### src/rtl/matvec_core_if.sv
// matvec_core_if: command, memory-element and row-result handshakes of matvec_core.
// The master side issues commands, streams elements and accepts results.
interface matvec_core_if #(
    parameter int unsigned DATA_WIDTH = 8,
    parameter int unsigned ACC_WIDTH  = 18
);
    logic                  cmd_vld;
    logic                  cmd_rdy;
    logic [1:0]            cmd_op;
    logic                  in_vld;
    logic                  in_rdy;
    logic [DATA_WIDTH-1:0] in_data;
    logic                  out_vld;
    logic                  out_rdy;
    logic [ACC_WIDTH-1:0]  out_data;

    modport master (
        output cmd_vld, cmd_op, in_vld, in_data, out_rdy,
        input  cmd_rdy, in_rdy, out_vld, out_data
    );

    modport slave (
        input  cmd_vld, cmd_op, in_vld, in_data, out_rdy,
        output cmd_rdy, in_rdy, out_vld, out_data
    );
endinterface

### src/rtl/matvec_core.sv
// matvec_core: loads W and x from the memory stream, computes y = W*x one MAC per cycle.
// Optional MATVEC_RELU_EN clamps negative row results to zero at the output only.
module matvec_core #(
    parameter int unsigned DATA_WIDTH = 8,
    parameter int unsigned MAT_DIM    = 4,
    parameter int unsigned ACC_WIDTH  = 18
) (
    input  logic         clk,
    input  logic         rst,
    matvec_core_if.slave bus,
    output logic         busy
);
    localparam int unsigned W_ELEMS = MAT_DIM * MAT_DIM;
    localparam int unsigned IDX_W   = (W_ELEMS > 1) ? $clog2(W_ELEMS) : 1;
    localparam int unsigned DIM_W   = (MAT_DIM > 1) ? $clog2(MAT_DIM) : 1;
    localparam int unsigned PROD_W  = 2 * DATA_WIDTH;

    typedef enum logic [2:0] {S_IDLE, S_LOAD_W, S_LOAD_X, S_MAC, S_DRAIN} state_t;

    state_t state, state_nxt;

    logic signed [DATA_WIDTH-1:0] w_mem [W_ELEMS];
    logic signed [DATA_WIDTH-1:0] x_mem [MAT_DIM];

    logic [IDX_W-1:0]            idx, idx_nxt, w_idx;
    logic [DIM_W-1:0]            row, row_nxt, col, col_nxt;
    logic signed [ACC_WIDTH-1:0] acc, acc_nxt;
    logic signed [PROD_W-1:0]    prod;

    logic                 cmd_rdy_q, in_rdy_q, out_vld_q, busy_q;
    logic                 cmd_rdy_nxt, in_rdy_nxt, out_vld_nxt, busy_nxt;
    logic [ACC_WIDTH-1:0] out_data_q, out_data_nxt;

    logic cmd_fire, in_fire, out_fire;

    assign cmd_fire = bus.cmd_vld && cmd_rdy_q;
    assign in_fire  = bus.in_vld && in_rdy_q;
    assign out_fire = out_vld_q && bus.out_rdy;

    assign w_idx = IDX_W'(row) * IDX_W'(MAT_DIM) + IDX_W'(col);
    assign prod  = w_mem[w_idx] * x_mem[col];

    // State, counters, accumulator and registered outputs
    always_ff @(posedge clk) begin
        if (rst) begin
            state      <= S_IDLE;
            idx        <= '0;
            row        <= '0;
            col        <= '0;
            acc        <= '0;
            cmd_rdy_q  <= 1'b1;
            in_rdy_q   <= 1'b0;
            out_vld_q  <= 1'b0;
            busy_q     <= 1'b0;
            out_data_q <= '0;
        end else begin
            state      <= state_nxt;
            idx        <= idx_nxt;
            row        <= row_nxt;
            col        <= col_nxt;
            acc        <= acc_nxt;
            cmd_rdy_q  <= cmd_rdy_nxt;
            in_rdy_q   <= in_rdy_nxt;
            out_vld_q  <= out_vld_nxt;
            busy_q     <= busy_nxt;
            out_data_q <= out_data_nxt;
        end
    end

    // Operand storage; in_rdy is only high in the two load states
    always_ff @(posedge clk) begin
        if (rst) begin
            for (int i = 0; i < int'(W_ELEMS); i++) w_mem[i] <= '0;
            for (int i = 0; i < int'(MAT_DIM); i++) x_mem[i] <= '0;
        end else if (in_fire) begin
            if (state == S_LOAD_W) w_mem[idx] <= bus.in_data;
            else                   x_mem[DIM_W'(idx)] <= bus.in_data;
        end
    end

    // Next-state and datapath update
    always_comb begin
        state_nxt = state;
        idx_nxt   = idx;
        row_nxt   = row;
        col_nxt   = col;
        acc_nxt   = acc;
        case (state)
            S_IDLE: begin
                if (cmd_fire) begin
                    idx_nxt = '0;
                    case (bus.cmd_op)
                        2'd0: state_nxt = S_LOAD_W;
                        2'd1: state_nxt = S_LOAD_X;
                        2'd2: begin
                            state_nxt = S_MAC;
                            row_nxt   = '0;
                            col_nxt   = '0;
                            acc_nxt   = '0;
                        end
                        default: state_nxt = S_IDLE;
                    endcase
                end
            end
            S_LOAD_W, S_LOAD_X: begin
                if (in_fire) begin
                    if ((state == S_LOAD_W && idx == IDX_W'(W_ELEMS - 1)) ||
                        (state == S_LOAD_X && idx == IDX_W'(MAT_DIM - 1))) begin
                        state_nxt = S_IDLE;
                        idx_nxt   = '0;
                    end else begin
                        idx_nxt = idx + IDX_W'(1);
                    end
                end
            end
            S_MAC: begin
                acc_nxt = acc + ACC_WIDTH'(prod);
                if (col == DIM_W'(MAT_DIM - 1)) begin
                    state_nxt = S_DRAIN;
                    col_nxt   = '0;
                end else begin
                    col_nxt = col + DIM_W'(1);
                end
            end
            S_DRAIN: begin
                if (out_fire) begin
                    if (row == DIM_W'(MAT_DIM - 1)) begin
                        state_nxt = S_IDLE;
                        row_nxt   = '0;
                    end else begin
                        state_nxt = S_MAC;
                        row_nxt   = row + DIM_W'(1);
                        col_nxt   = '0;
                        acc_nxt   = '0;
                    end
                end
            end
            default: state_nxt = S_IDLE;
        endcase
    end

    // Output decode of the next state, registered above
    always_comb begin
        cmd_rdy_nxt  = (state_nxt == S_IDLE);
        in_rdy_nxt   = (state_nxt == S_LOAD_W) || (state_nxt == S_LOAD_X);
        out_vld_nxt  = (state_nxt == S_DRAIN);
        busy_nxt     = (state_nxt != S_IDLE);
        out_data_nxt = acc_nxt;
`ifdef MATVEC_RELU_EN
        if (acc_nxt[ACC_WIDTH-1]) out_data_nxt = '0;
`endif
    end

    assign bus.cmd_rdy  = cmd_rdy_q;
    assign bus.in_rdy   = in_rdy_q;
    assign bus.out_vld  = out_vld_q;
    assign bus.out_data = out_data_q;
    assign busy         = busy_q;
endmodule

### src/flat_wrapper.sv
// flat-port wrapper written by rule: the top's interface ports become plain ports
module matvec_core_flat 
#(
    parameter int unsigned DATA_WIDTH = 8,
    parameter int unsigned MAT_DIM    = 4,
    parameter int unsigned ACC_WIDTH  = 18
)
  (clk, rst, busy, bus_cmd_vld, bus_cmd_op, bus_in_vld, bus_in_data, bus_out_rdy, bus_cmd_rdy, bus_in_rdy, bus_out_vld, bus_out_data);
  matvec_core_if #(.DATA_WIDTH(DATA_WIDTH), .ACC_WIDTH(ACC_WIDTH)) bus_i ();
  input  logic clk;
  input  logic rst;
  output logic busy;
  input wire logic [$bits(bus_i.cmd_vld)-1:0] bus_cmd_vld;
  input wire logic [$bits(bus_i.cmd_op)-1:0] bus_cmd_op;
  input wire logic [$bits(bus_i.in_vld)-1:0] bus_in_vld;
  input wire logic [$bits(bus_i.in_data)-1:0] bus_in_data;
  input wire logic [$bits(bus_i.out_rdy)-1:0] bus_out_rdy;
  output wire logic [$bits(bus_i.cmd_rdy)-1:0] bus_cmd_rdy;
  output wire logic [$bits(bus_i.in_rdy)-1:0] bus_in_rdy;
  output wire logic [$bits(bus_i.out_vld)-1:0] bus_out_vld;
  output wire logic [$bits(bus_i.out_data)-1:0] bus_out_data;
  assign bus_i.cmd_vld = bus_cmd_vld;
  assign bus_i.cmd_op = bus_cmd_op;
  assign bus_i.in_vld = bus_in_vld;
  assign bus_i.in_data = bus_in_data;
  assign bus_i.out_rdy = bus_out_rdy;
  assign bus_cmd_rdy = bus_i.cmd_rdy;
  assign bus_in_rdy = bus_i.in_rdy;
  assign bus_out_vld = bus_i.out_vld;
  assign bus_out_data = bus_i.out_data;
  matvec_core #(.DATA_WIDTH(DATA_WIDTH), .MAT_DIM(MAT_DIM), .ACC_WIDTH(ACC_WIDTH)) u_core (.clk(clk), .rst(rst), .bus(bus_i), .busy(busy));
endmodule
### config.mk
export PLATFORM = sky130hd
export DESIGN_NAME = matvec_core_flat
export DESIGN_NICKNAME = d
export VERILOG_FILES = /design/src/rtl/matvec_core_if.sv /design/src/rtl/matvec_core.sv /design/src/flat_wrapper.sv
export SDC_FILE = /design/constraint.sdc
export NUM_CORES = 1
export LEC_CHECK = 0
export BUFFER_PORTS_ARGS = -buffer_cell sky130_fd_sc_hd__buf_4
export CAP_MARGIN = 10
export CORE_MARGIN = 3
export CORE_UTILIZATION = 63
export DETAILED_ROUTE_END_ITERATION = 12
export PLACE_DENSITY = 0.81
export SKIP_LAST_GASP = 1
export SLEW_MARGIN = 10
export SYNTH_ARGS = -nofsm -noshare
export SYNTH_HDL_FRONTEND = slang
export SYNTH_SLANG_ARGS = --single-unit
export TNS_END_PERCENT = 5
### constraint.sdc
create_clock -name clk -period 7.9 [get_ports clk]
set_clock_uncertainty 0.05 [all_clocks]
set_input_delay 1.185 -clock clk [delete_from_list [all_inputs] [get_ports clk]]
set_output_delay 1.185 -clock clk [all_outputs]
set_load 0.05 [all_outputs]
## Yosys cells after proc, flatten, opt, wreduce, memory -nomap -nowiden

Memories as Yosys holds them, arrays and structs flattened. A register that Yosys moved wholly into a read port is not among the register bits.
Cells that the tools add are included.

- Register bits after elaboration: 33
- Bits in writable memories: 160
- Input port bits: 15
- Output and inout port bits: 22
- Word-level logic and storage cells: 99
- Memories: 2

- Add/sub/neg operators: 5
- Multipliers: 1
- Equal/unequal tests: 18
- Muxes and demuxes: 44
- Reductions and logical operators: 20

Memories:

| name | depth | width | rd ports | clocked after Yosys merged registers in | wr ports | RTL line | text |
|---|---|---|---|---|---|---|---|
| u_core.w_mem | 16 | 8 | 1 | 0 | 16 | matvec_core.sv:22 | `logic signed [DATA_WIDTH-1:0] w_mem [W_ELEMS];` |
| u_core.x_mem | 4 | 8 | 1 | 1 | 4 | matvec_core.sv:23 | `logic signed [DATA_WIDTH-1:0] x_mem [MAT_DIM];` |

Operator list:

| operator | number |
|---|---|
| 2-to-1 mux 18 bit | 4 |
| one-hot mux 18 bit (3 select lines) | 1 |
| 2-to-1 mux 2 bit | 11 |
| adder 18 x 16 -> 18 bit | 1 |
| multiplier 8 x 8 -> 16 bit | 1 |
| 2-to-1 mux 4 bit | 4 |
| 2-to-1 mux 8 bit | 2 |
| OR reduction 8 bit | 2 |
| 2-to-1 mux 3 bit | 5 |
| 2-to-1 mux 1 bit | 12 |
| one-hot mux 2 bit (3 select lines) | 2 |
| one-hot mux 3 bit (4 select lines) | 1 |
| == test 3 x 2 -> 1 bit, second input constant | 3 |
| one-hot mux 4 bit (2 select lines) | 1 |
| == test 2 bit, second input constant | 3 |
| == test 3 x 1 -> 1 bit, second input constant | 2 |
| == test 3 bit, second input constant | 2 |
| logical NOT 3 bit | 2 |
| inequality test 2 x 1 -> 1 bit, second input constant | 3 |
| nonzero test 3 bit | 2 |
| logical AND 1 bit | 5 |
| AND reduction 5 bit | 1 |
| adder 2 x 1 -> 2 bit, second input constant | 2 |
| adder 4 x 1 -> 4 bit, second input constant | 1 |
| 12 further kinds | 15 |

## Longest topological paths before layout

- Word-level depth: 8
- Gate-level depth with buffers: 22
- Gate-level depth less buffers: 20

## Worst setup path after synthesis

OpenSTA, ideal clock, no wires.

- Path kind: flip-flop to flip-flop
- From: reg u_core.col[1]
- To: reg u_core.acc[16]
- Library setup time: 117 ps
- Data arrival time: 5823 ps
- Required time: 7733 ps
- Slack: 1909 ps
- Cell stages (with the launch flop): 17
- Buffers on the path: 2
- Period minus slack after synthesis: 5991 ps
- Path through: dfxtp_1 clkbuf_1 buf_2 mux4_2 mux4_2 and2_1 fa_1 fa_1 fa_1 fa_1 fa_1 ha_1 o21a_1 o21ai_1 a21oi_1 or4_1 a32o_1

- Cells in the longest elaborated chain, start to end: 5

RTL lines:

| what | RTL line | text |
|---|---|---|
| start: declaration | matvec_core.sv:26 | `logic [DIM_W-1:0] row, row_nxt, col, col_nxt;` |
| start signal: assignment | matvec_core.sv:60 | `col <= col_nxt;` |
| adder 4 x 2 -> 4 bit | matvec_core.sv:40 | `assign w_idx = IDX_W'(row) * IDX_W'(MAT_DIM) + IDX_W'(col);` |
| memory read (16 x 8 bit) | n/a |  |
| multiplier 8 x 8 -> 16 bit | matvec_core.sv:41 | `assign prod = w_mem[w_idx] * x_mem[col];` |
| adder 18 x 16 -> 18 bit | matvec_core.sv:117 | `acc_nxt = acc + ACC_WIDTH'(prod);` |
| one-hot mux 18 bit (3 select lines) | matvec_core.sv:88 | `case (state)` |
| end signal: assignment | matvec_core.sv:61 | `acc <= acc_nxt;` |
| end: declaration | matvec_core.sv:27 | `logic signed [ACC_WIDTH-1:0] acc, acc_nxt;` |

Every way passes these cells.
A chain may end at the register's enable or synchronous reset.

## Worst setup path in the final report

- From: reg u_core.col[0]
- To: reg u_core.acc[16]

The elaborated chain is that of the path after synthesis.

==> summary.md <==
| Metric | Value |
|---|---|
| Syn. warnings | `0` |
| # diodes | `0` |
| Post-DP HPWL | `19.0 mm` |
| Die Wd | `144 microns` |
| Antenna violations before repair | `0` |
| Post-Syn Area per Cell | `~12 sq um` |
| Number of synthesized flops with an enable pin | `160` |
| Drt pass-1 iters | `5` |
| Min Tclk post-route | `6770 ps` |
| Area share of the largest cell type after synthesis | `around 40%` |
| Top_reg_cell synth | `edfxtp_1` |
| Initial Util | `65.6%` |
| Final core utilization | `71.1%` |
| Max Clock Freq | `148 MHz` |
| Total number of vias | `7387` |
| Clock Latency Late Sink | `~440 ps` |
| CP arrival | `roughly 7100 ps` |
| CORE AREA | `0.0183 sq mm` |
| Slew Viols, Final | `0` |
| Synth cell types | `50` |
| IO Count | `37` |
| Layout cells sized above 1 | `13.1%` |
| Clock buffer depth | `2` |
| Number of synthesized register bits | `195` |
| Final hold violation count | `0` |
| Max FO, Critical Path | `22` |
| Mapped cell area | `0.0120 sq mm` |
| Drc violations | `0` |
| Setup TNS | `0 ps` |
| Die height | `144 microns` |
| Clock tree sinks | `195` |
| Root buf cell | `clkbuf_16` |
| Worst Path Required | `slightly above 8000 ps` |
| Count leader, synth | `and2_1` |
| Slew HR | `19.0%` |
| Fillers | `1244` |
| Clk pin slew, worst setup/hold paths | `80 ps` |
| TritonCTS buffer count | `17` |
| Seq/Total Area, Yosys | `45.8%` |
| Drt wl/cell | `21.1 microns` |
| GR Overflow Total | `0` |
| RSZ-0062 raised after global routing | `false` |
| # rows | `49` |
| Post-Layout Inst Area | `0.0130 sq mm` |
| Startpoint types | `flop` |
| Initial drt markers | `563` |
| Remaining antenna violation count | `0` |
| Wirelength, routed | `25.8 mm` |
| Final period util | `85.7%` |
| GPL Wtd Cong | `~0.86` |
| Vias in the first global route | `between 7k and 8k` |
| Post-Layout Cell Count | `1226` |
| Critical Path Most Common Cell | `fa_1` |
| Setup repair bufs after CTS | `0` |
| Area contributors post-synth | `edfxtp_1 40%, fa_1 13%, and2_1 10%, mux4_2 8.1%, dfxtp_1 5.8%` |
| CP max stage delay | `about 830 ps` |
| First-pass GRT wire length | `41.3 mm` |
| Post-synth top cells | `198 x and2_1, 160 x edfxtp_1, 97 x inv_1` |
| Synthesized instance count | `962` |
| # setup viols final | `0` |
| TritonCTS clock tree | `done` |
| Cell Pwr Density | `around 210 mW/mm^2` |
| Area Growth Syn to Fin | `8.45%` |
| Status | `finished clean` |
| Placed cells | `1194` |
| GRT Total Usage | `26.6%` |
| Worst-Margin Slew | `1200 ps` |
| Hold Crit Class | `reg2reg` |
| Layout Nets | `1130` |
| Leakage power | `0.00541 uW` |
| Port bufs | `36` |
| Largest net degree at the start of global routing | `30` |
| Worst vdd ir | `0.156 mV` |
| Post-CTS Hold Buffers | `0` |
| Critical path's slowest cell | `dfxtp_2` |
| Total of max-cap violations | `0` |
| Crit-path cells | `buf_4, mux4_2, mux4_2, and2_1, fa_1, inv_1, fa_1, inv_1, fa_1, fa_1, fa_1, ha_1, o21a_1, o21ai_1, a21oi_1, or4_1, a32o_1` |
| PostCTS Resize Cnt | `0` |
| CP endpoint kind | `flop` |
| Worst Path Class, Setup | `reg2reg` |
| FFs w/ async S/R, synth | `0%` |
| Leading area contributor after synthesis | `edfxtp_1` |
| Syn nets | `1108` |
| Die area | `0.0208 sq mm` |
| Vias per inst | `6.03` |
| Placed cell areas | `approximately 0.012 sq mm` |
| H-tree depth | `4` |
-- layer usage --
layer  up-vias  share of wire, %  track usage, %
met3        36               5.5            4.10
met1      3766                42            36.9
met4         0               2.2            8.79
met2       237                50            44.0
met5         -                 0               0
li1       3348                 -               -
-- worst max-delay path: cells and delay by family, from the launching register on --
kind	cells	cell delay (ps)
muxes	2	1070
buffers and inverters	3	420
adders and majority gates	6	2800
DFF	1	830
and+or+nand+nor	2	700
AOI/OAI and AO/OA	4	770
-- path summary, 6_finish.rpt --
check	start	slack (ps)	depth (start not counted)	end
worst max-delay path	u_core.col[0]	1130	17	u_core.acc[16]
worst min-delay path	u_core.acc[5]	490	2	u_core.acc[5]
worst max register to register	u_core.col[0]	1130	17	u_core.acc[16]
worst min register to register	u_core.acc[5]	490	2	u_core.acc[5]
-- cell usage in the layout (no fill, tap or decap), types with 5 or more instances in the layout --
cell type,instances
a21o_1,7
a21oi_1,16
a22oi_1,11
and2_1,198
and3_1,8
buf_4,46
clkbuf_16,17
dfxtp_1,34
edfxtp_1,160
fa_1,80
ha_1,51
inv_1,97
inv_6,6
mux4_2,43
nand2_1,34
nand2b_1,5
nand3_1,8
nor2_1,57
nor3_1,8
o21ai_0,26
or2_2,5
xnor2_1,15
-- layout make-up --
cell class	count	area [sq um]	area share, %
Inverter	97	364	2.79
Clock inverter	15	155	1.19
Multi-Input combinational cell	627	5950	45.7
Timing Repair Buffer	46	345	2.65
Tap cell	229	287	2.20
Clock buffer	17	425	3.26
Sequential cell	195	5510	42.2
-- metrics by stage --
| step | setup slack [ps] | hold slack [ps] | power, uW |
|---|---|---|---|
| finish | 1130 | 491 | 2710 |
| global route | 758 | 513 | 2840 |
| CTS | 1090 | 492 | 2710 |
| detailed placement | 1180 | 479 | 1860 |
| global placement | 1320 | 449 | 1830 |
| floorplan | 1910 | 450 | 1700 |
-- kinds of logic after synthesis --
kind of cell	count (synthesis)	share of synthesized area, %
AOI/OAI and AO/OA	92	4.88
and+or+nand+nor	336	15.5
adders and majority gates	131	18.6
DFF	195	45.8
xor gates and xnor gates	18	1.31
buffers and inverters	140	4.71
muxes	50	9.19
-- report_power, final --
part           total [uW]  switching, uW  internal (uW)
Combinational         685            400            285
Clock                 852            428            425
Sequential           1170           22.9           1150
-- registers in the layout (all words and copies together) (netlist names), named ones only --
name / count
u_core.state: 3
u_core.bus.out_vld: 1
u_core.busy: 1
u_core.x_mem: 32
u_core.idx: 4
u_core.bus.in_rdy: 1
u_core.acc: 18
u_core.col: 2
u_core.row: 2
u_core.bus.cmd_rdy: 1
u_core.w_mem: 128
Power figures use the tool's default switching activity.
